[src/rtl/rr_log_packer_pkg.sv]
// Shared definitions for the logging-bus record packer: FSM state encoding,
// the width of one CHANNEL_WIDTHS entry, and the header field layout.
package rr_log_packer_pkg;

   // Width of each entry in the packed CHANNEL_WIDTHS parameter.
   localparam int RR_CHANNEL_WIDTH_BITS = 16;

   typedef enum logic [1:0] {
      ST_IDLE = 2'd0,
      ST_HDR  = 2'd1,
      ST_DATA = 2'd2
   } pk_state_e;

   // Header layout: logb mask in the low bits, loge mask directly above it.
   function automatic int hdr_loge_lsb(input int logb_cnt);
      return logb_cnt;
   endfunction

   function automatic int hdr_width(input int logb_cnt, input int loge_cnt);
      return logb_cnt + loge_cnt;
   endfunction

endpackage

[src/rtl/rr_log_packer_if.sv]
// Logging-bus input side plus the beat stream output side of the packer.
// master = recorder / trace-writer environment, slave = the packer itself.
interface rr_log_packer_if #(
   parameter int LOGB      = 3,
   parameter int LOGE      = 5,
   parameter int DATA_W    = 36,
   parameter int OUT_WIDTH = 512
);
   logic [LOGB-1:0]      in_logb_valid;
   logic [DATA_W-1:0]    in_logb_data;
   logic [LOGE-1:0]      in_loge_valid;
   logic                 in_ready;
   logic                 out_valid;
   logic [OUT_WIDTH-1:0] out_data;
   logic                 out_last;
   logic                 out_ready;

   modport master (
      output in_logb_valid, in_logb_data, in_loge_valid, out_ready,
      input  in_ready, out_valid, out_data, out_last
   );

   modport slave (
      input  in_logb_valid, in_logb_data, in_loge_valid, out_ready,
      output in_ready, out_valid, out_data, out_last
   );
endinterface

[src/rtl/rr_lowest_bit_sel.sv]
// Picks the lowest set bit of a mask: one-hot form, binary index, and a flag
// telling whether that bit is the only one left.
module rr_lowest_bit_sel #(
   parameter  int WIDTH = 3,
   localparam int IDX_W = (WIDTH > 1) ? $clog2(WIDTH) : 1
) (
   input  logic [WIDTH-1:0] i_mask,
   output logic [WIDTH-1:0] o_onehot,
   output logic [IDX_W-1:0] o_idx,
   output logic             o_single
);

   // Two's-complement trick isolates the lowest set bit; scan finds its index.
   always_comb begin
      o_onehot = i_mask & (~i_mask + WIDTH'(1));
      o_single = (i_mask != '0) && ((i_mask & (i_mask - WIDTH'(1))) == '0);
      o_idx    = '0;
      for (int i = WIDTH - 1; i >= 0; i--) begin
         if (i_mask[i]) o_idx = IDX_W'(i);
      end
   end

endmodule

[src/rtl/rr_log_packer.sv]
// Packs each logging-bus transaction into a header beat followed by one beat
// per asserted logb channel, lowest channel first.
//
//   state   | meaning
//   --------+-------------------------------------------------------------
//   IDLE    | nothing held; in_ready=1, out_valid=0
//   HDR     | header beat (logb mask, loge mask) presented on the output
//   DATA    | payload beat for the lowest channel not yet emitted
module rr_log_packer
   import rr_log_packer_pkg::*;
#(
   parameter int LOGB_CHANNEL_CNT = 3,
   parameter int LOGE_CHANNEL_CNT = 5,
   parameter logic [LOGB_CHANNEL_CNT-1:0][RR_CHANNEL_WIDTH_BITS-1:0] CHANNEL_WIDTHS =
      {16'd12, 16'd16, 16'd8},
   parameter int OUT_WIDTH = 512
) (
   input logic            clk,
   input logic            sync_rst,
   rr_log_packer_if.slave bus
);

   function automatic int get_offset(input int idx);
      int off = 0;
      for (int k = 0; k < idx; k++) off += int'(CHANNEL_WIDTHS[k]);
      return off;
   endfunction

   localparam int DATA_W       = get_offset(LOGB_CHANNEL_CNT);
   localparam int IDX_W        = (LOGB_CHANNEL_CNT > 1) ? $clog2(LOGB_CHANNEL_CNT) : 1;
   localparam int HDR_W        = hdr_width(LOGB_CHANNEL_CNT, LOGE_CHANNEL_CNT);
   localparam int HDR_LOGE_LSB = hdr_loge_lsb(LOGB_CHANNEL_CNT);

   if (OUT_WIDTH < HDR_W) begin : g_hdr_err
      $error("rr_log_packer: OUT_WIDTH %0d is narrower than header %0d", OUT_WIDTH, HDR_W);
   end

   pk_state_e                   r_state;
   logic [LOGB_CHANNEL_CNT-1:0] r_pend;
   logic [DATA_W-1:0]           r_data;
   logic                        r_out_valid;
   logic                        r_out_last;
   logic [OUT_WIDTH-1:0]        r_out_data;

   logic                        w_xfer;
   logic                        w_acc;
   logic                        w_in_ready;
   logic [LOGB_CHANNEL_CNT-1:0] w_sel_onehot;
   logic [IDX_W-1:0]            w_sel_idx;
   logic                        w_sel_single;
   logic [OUT_WIDTH-1:0]        w_sel_data;
   logic [OUT_WIDTH-1:0]        w_hdr;
   logic [OUT_WIDTH-1:0]        w_chan_ext [LOGB_CHANNEL_CNT];

   // Per-channel zero-extended view of the held data.
   for (genvar g = 0; g < LOGB_CHANNEL_CNT; g++) begin : g_chan
      localparam int OFF = get_offset(g);
      localparam int CW  = int'(CHANNEL_WIDTHS[g]);
      if (CW > OUT_WIDTH) begin : g_err
         $error("rr_log_packer: channel %0d width %0d exceeds OUT_WIDTH %0d", g, CW, OUT_WIDTH);
      end
      logic [OUT_WIDTH-1:0] w_ext;
      // Zero-extend channel slice to a full beat.
      always_comb begin
         w_ext         = '0;
         w_ext[CW-1:0] = r_data[OFF +: CW];
      end
      assign w_chan_ext[g] = w_ext;
   end

   // r_pend holds channels not yet loaded into the output register.
   rr_lowest_bit_sel #(.WIDTH(LOGB_CHANNEL_CNT)) u_sel (
      .i_mask   (r_pend),
      .o_onehot (w_sel_onehot),
      .o_idx    (w_sel_idx),
      .o_single (w_sel_single)
   );

   // Mux the next payload beat by channel index.
   always_comb begin
      w_sel_data = '0;
      for (int i = 0; i < LOGB_CHANNEL_CNT; i++) begin
         if (w_sel_idx == IDX_W'(i)) w_sel_data = w_chan_ext[i];
      end
   end

   // Header beat built straight from the incoming masks.
   always_comb begin
      w_hdr                                     = '0;
      w_hdr[LOGB_CHANNEL_CNT-1:0]               = bus.in_logb_valid;
      w_hdr[HDR_LOGE_LSB +: LOGE_CHANNEL_CNT]   = bus.in_loge_valid;
   end

   assign w_acc      = r_out_valid & bus.out_ready;
   assign w_in_ready = (r_state == ST_IDLE) | (w_acc & r_out_last);
   assign w_xfer     = w_in_ready & ((|bus.in_logb_valid) | (|bus.in_loge_valid));

   // Record sequencer; a transfer always (re)loads the header, which gives
   // back-to-back records when it coincides with the final beat.
   always_ff @(posedge clk) begin
      if (sync_rst) begin
         r_state     <= ST_IDLE;
         r_pend      <= '0;
         r_data      <= '0;
         r_out_valid <= 1'b0;
         r_out_last  <= 1'b0;
         r_out_data  <= '0;
      end else if (w_xfer) begin
         r_state     <= ST_HDR;
         r_data      <= bus.in_logb_data;
         r_pend      <= bus.in_logb_valid;
         r_out_valid <= 1'b1;
         r_out_data  <= w_hdr;
         r_out_last  <= ~|bus.in_logb_valid;
      end else if (w_acc) begin
         if (r_out_last) begin
            r_state     <= ST_IDLE;
            r_out_valid <= 1'b0;
            r_out_last  <= 1'b0;
            r_out_data  <= '0;
         end else begin
            r_state    <= ST_DATA;
            r_out_data <= w_sel_data;
            r_out_last <= w_sel_single;
            r_pend     <= r_pend & ~w_sel_onehot;
         end
      end
   end

   assign bus.in_ready  = w_in_ready;
   assign bus.out_valid = r_out_valid;
   assign bus.out_data  = r_out_data;
   assign bus.out_last  = r_out_last;

endmodule
[src/flat_wrapper.sv]
// flat-port wrapper written by rule: the top's interface ports become plain ports
module rr_log_packer_flat import rr_log_packer_pkg::*;
#(
   parameter int LOGB_CHANNEL_CNT = 3,
   parameter int LOGE_CHANNEL_CNT = 5,
   parameter logic [LOGB_CHANNEL_CNT-1:0][RR_CHANNEL_WIDTH_BITS-1:0] CHANNEL_WIDTHS =
      {16'd12, 16'd16, 16'd8},
   parameter int OUT_WIDTH = 512
)
  (clk, sync_rst, bus_in_logb_valid, bus_in_logb_data, bus_in_loge_valid, bus_out_ready, bus_in_ready, bus_out_valid, bus_out_data, bus_out_last);
  rr_log_packer_if #(.OUT_WIDTH(OUT_WIDTH)) bus_i ();
  input logic clk;
  input logic sync_rst;
  input wire logic [$bits(bus_i.in_logb_valid)-1:0] bus_in_logb_valid;
  input wire logic [$bits(bus_i.in_logb_data)-1:0] bus_in_logb_data;
  input wire logic [$bits(bus_i.in_loge_valid)-1:0] bus_in_loge_valid;
  input wire logic [$bits(bus_i.out_ready)-1:0] bus_out_ready;
  output wire logic [$bits(bus_i.in_ready)-1:0] bus_in_ready;
  output wire logic [$bits(bus_i.out_valid)-1:0] bus_out_valid;
  output wire logic [$bits(bus_i.out_data)-1:0] bus_out_data;
  output wire logic [$bits(bus_i.out_last)-1:0] bus_out_last;
  assign bus_i.in_logb_valid = bus_in_logb_valid;
  assign bus_i.in_logb_data = bus_in_logb_data;
  assign bus_i.in_loge_valid = bus_in_loge_valid;
  assign bus_i.out_ready = bus_out_ready;
  assign bus_in_ready = bus_i.in_ready;
  assign bus_out_valid = bus_i.out_valid;
  assign bus_out_data = bus_i.out_data;
  assign bus_out_last = bus_i.out_last;
  rr_log_packer #(.LOGB_CHANNEL_CNT(LOGB_CHANNEL_CNT), .LOGE_CHANNEL_CNT(LOGE_CHANNEL_CNT), .CHANNEL_WIDTHS(CHANNEL_WIDTHS), .OUT_WIDTH(OUT_WIDTH)) u_core (.clk(clk), .sync_rst(sync_rst), .bus(bus_i));
endmodule
[config.mk]
export PLATFORM = sky130hd
export DESIGN_NAME = rr_log_packer_flat
export DESIGN_NICKNAME = d
export VERILOG_FILES = /design/src/rtl/rr_log_packer_pkg.sv /design/src/rtl/rr_log_packer_if.sv /design/src/rtl/rr_lowest_bit_sel.sv /design/src/rtl/rr_log_packer.sv /design/src/flat_wrapper.sv
export SDC_FILE = /design/constraint.sdc
export NUM_CORES = 1
export LEC_CHECK = 0
export ABC_AREA = 1
export BUFFER_PORTS_ARGS = -buffer_cell sky130_fd_sc_hd__buf_2
export CAP_MARGIN = 5
export CORE_AREA = 2 2 218 220
export DETAILED_ROUTE_END_ITERATION = 7
export DIE_AREA = 0 0 220 222
export PLACE_DENSITY_LB_ADDON = 0.25
export SLEW_MARGIN = 20
export SYNTH_ARGS = -nofsm -noshare
export SYNTH_HDL_FRONTEND = slang
export SYNTH_HIERARCHICAL = 1
export SYNTH_SLANG_ARGS = --single-unit
export TNS_END_PERCENT = 30
[constraint.sdc]
create_clock -name clk -period 3.1 [get_ports clk]
set_clock_uncertainty 0.2 [all_clocks]
set_input_delay 0.155 -clock clk [delete_from_list [all_inputs] [get_ports clk]]
set_output_delay 0.155 -clock clk [all_outputs]
set_load 0.02 [all_outputs]
==> metrics.yaml <==
crit_type: "flip-flop to flip-flop"
rsz0062_at_grt: "no"
final.min_clock_period_ns: 2.521
grt_pass1_wl_um: 18530
final_nets: 1009
drv_cap: 0
crit_required_ns: 3.16
firstDrtPassIters: 4
hp-class: "input pin to flip-flop"
drv_slew: 0
cp_num_cells: 6
mostFrequentLayoutCell: "conb_1"
drc_errors: 0
path_cells: "inv_2, o22ai_2, nand2_2, inv_2, nor2_1, nor2_1"
crit_arrival_ns: 2.58
r2r_end: "u_core/r_data[2]$_SDFFE_PP0P_"
drtIter0Drc: 90
syn_to_final_growth_pct: -1.710
clk_pin_slew_ns: 0.05
hold_violations: 0
tightest_slew_ns: 0.6406
endpoint: "u_core/r_data[2]$_SDFFE_PP0P_"
period_share_pct: 81.33
drtAntennaViolNets: 0
gp_congestion: 0.7168
initial_core_util_pct: 13.60
final-instance-count-excl-fill: 1574
top_level_ports: 562
die_h_um: 222
die_area_um2: 48840
n_fill_cell: 5382
pre_cts_slack_ns: 0.5480
leakagePower_nw: 3.365
cts_setup_buffers: 0
synthesis.area_um2: 6291
rows: 79
timing.setup.tns_ns: 0
clock_sinks: 59
cp_slowest_stage_delay_ns: 0.63
place_inst: 1516
max_freq_ghz: 0.3967
critical_path.startpoint: "u_core/bus.out_last$_SDFFE_PP0P_"
path_max_fanout: 36
layout-drive-gt1-share_pct: 9.721
reg2reg_depth: 6
dr_total_vias: 3921
chipWidth_um: 220
antenna_found_initial: 1
slew_headroom_pct: 57.23
fp.coreArea_um2: 46260
antennaDiodeCount: 0
r2r_start: "u_core/bus.out_last$_SDFFE_PP0P_"
outcome: "finished clean"
synth-seq-cells: 59
hpwl_um: 11440
cts_tree: "done"
clockBufferDepth: 2
routed_wl_um: 13460
grt_use_total_pct: 4.970
cp_slowest_cell: "inv_2"
seq_area_frac_synth_pct: 18.77
yosys_warnings: 6
synth_cell_type_count: 26
fin_ws_ns: 0.5789
grt_start_max_net_pins: 46
grt-ovfl-total: 0
cp_top_family: "buffers and inverters"
place.port_buffers: 65
grt_pass1_vias: 3001
htree_levels: 3
synthesis.instances: 862
viasPerCell: 2.491
p_per_area_nw_per_um2: 467.7
worstSetupStartpointType: "flip-flop"
crit_buf_inv: 2
mostFrequentLayoutCells: "conb_1 (496), nor2_1 (87), buf_2 (65)"
peakVddDrop_mv: 0.1753
worstSetupEndpointType: "flip-flop"
clock_latency_ns: 0.33
cts_buffers: 9
setup_viol: 0
cts_root_buf: "clkbuf_16"
reg2reg_slack_ns: 0.58
post_drt_wl_per_cell_um: 8.550
avgSynthCellArea_um2: 7.298
[kinds of logic (layout without fill, tap and decap cells)]
family                 Yosys count  in the layout  share of synthesized area, %
buffers and inverters          545            155                         62.61
AND/OR/NAND/NOR                202            202                         13.70
flip-flops                      59             59                         18.77
AO/OA/AOI/OAI                   55             55                         4.853
other                            1            496                       0.05961
[where the power goes]
| group | switching, W | total, W | internal, W |
|---|---|---|---|
| Combinational | 0.000771 | 0.000916 | 0.000146 |
| Clock | 0.000359 | 0.00110 | 0.000746 |
| Sequential | 0.0000430 | 0.000871 | 0.000828 |
| Total | 0.00117 | 0.00289 | 0.00172 |
[timing repair]
action,CTS,global route
resized for setup,0,0
hold buffers,42,0
endpoints found under the hold margin,46,0
setup endpoints to repair,0,0
[Yosys cell counts, drive strengths merged]
library cell,instances,share of area [%]
buf,510,61
nor2,88,5.3
dfxtp,59,19
nand2,54,3.3
nand3,53,4.2
o21ai,39,3.2
inv,26,1.6
clkbuf,8,0.48
a21oi,4,0.32
a22oi,4,0.48
a31oi,4,0.40
nand4,4,0.40
o22ai,4,0.50
nor3,3,0.50
clkinv,1,0.060
conb,1,0.060
[worst reg2reg max path, stage by stage (launching register included)]
cell	delay, ns
dfxtp_1	0.41
inv_2	0.12
o22ai_2	0.44
nand2_2	0.43
inv_2	0.64
nor2_1	0.11
nor2_1	0.11
[per-layer routing]
| layer | vias to the layer above | track usage, % | routed length [um] |
|---|---|---|---|
| li1 | 1892 | - | - |
| met3 | 9 | 1.783 | 1407 |
| met5 | - | 0 | 13 |
| met2 | 269 | 9.383 | 7343 |
| met1 | 1749 | 4.936 | 4536 |
| met4 | 2 | 1.732 | 157 |
[area by class of cell]
type                            instances  area, um2  area share, %
Clock buffer                           12      256.5          4.148
Sequential cell                        59       1181          19.10
Clock inverter                          4      72.57          1.174
Tap cell                              607      759.5          12.28
Multi-Input combinational cell        753       3029          48.99
Inverter                               27      101.3          1.639
Timing Repair Buffer                  112      783.3          12.67
[flip-flops by register name, summed over array words and instances, names as in the netlist]
register	cells
u_core/r_data	36
u_core/bus.out_data	16
u_core/r_pend	3
u_core/r_state	2
u_core/bus.out_last	1
u_core/bus.out_valid	1
[worst min path at each step]
stage                          from                           endpoint  slack (ns)  cells after the start
2_1_floorplan              sync_rst  u_core/bus.out_valid$_SDFFE_PP0P_        0.02                      1
3_3_place_gp   bus_in_logb_data[24]     u_core/r_data[24]$_SDFFE_PP0P_        0.20                      3
3_5_place_dp   bus_in_logb_data[24]     u_core/r_data[24]$_SDFFE_PP0P_        0.21                      3
4_1_cts        bus_in_logb_valid[1]      u_core/r_pend[1]$_SDFFE_PP0P_        0.02                      3
5_1_grt        bus_in_logb_valid[0]      u_core/r_pend[0]$_SDFFE_PP0P_        0.02                      3
6_report       bus_in_logb_valid[1]      u_core/r_pend[1]$_SDFFE_PP0P_       0.009                      3
[stage by stage]
step | hold WS, ns | utilization [%] | power (W) | area [um2]
2_1_floorplan | 0.02407 | - | 0.002110 | 8149
4_1_cts | 0.01690 | 13.37 | 0.002927 | 6183
3_5_place_dp | 0.2084 | 11.75 | 0.001756 | 5434
5_1_grt | 0.01967 | 13.37 | 0.003061 | 6183
6_report | 0.008703 | 13.37 | 0.002892 | 6183
3_3_place_gp | 0.2030 | 11.75 | 0.001756 | 5434
No activity file was read; power rests on OpenSTA's default activity.
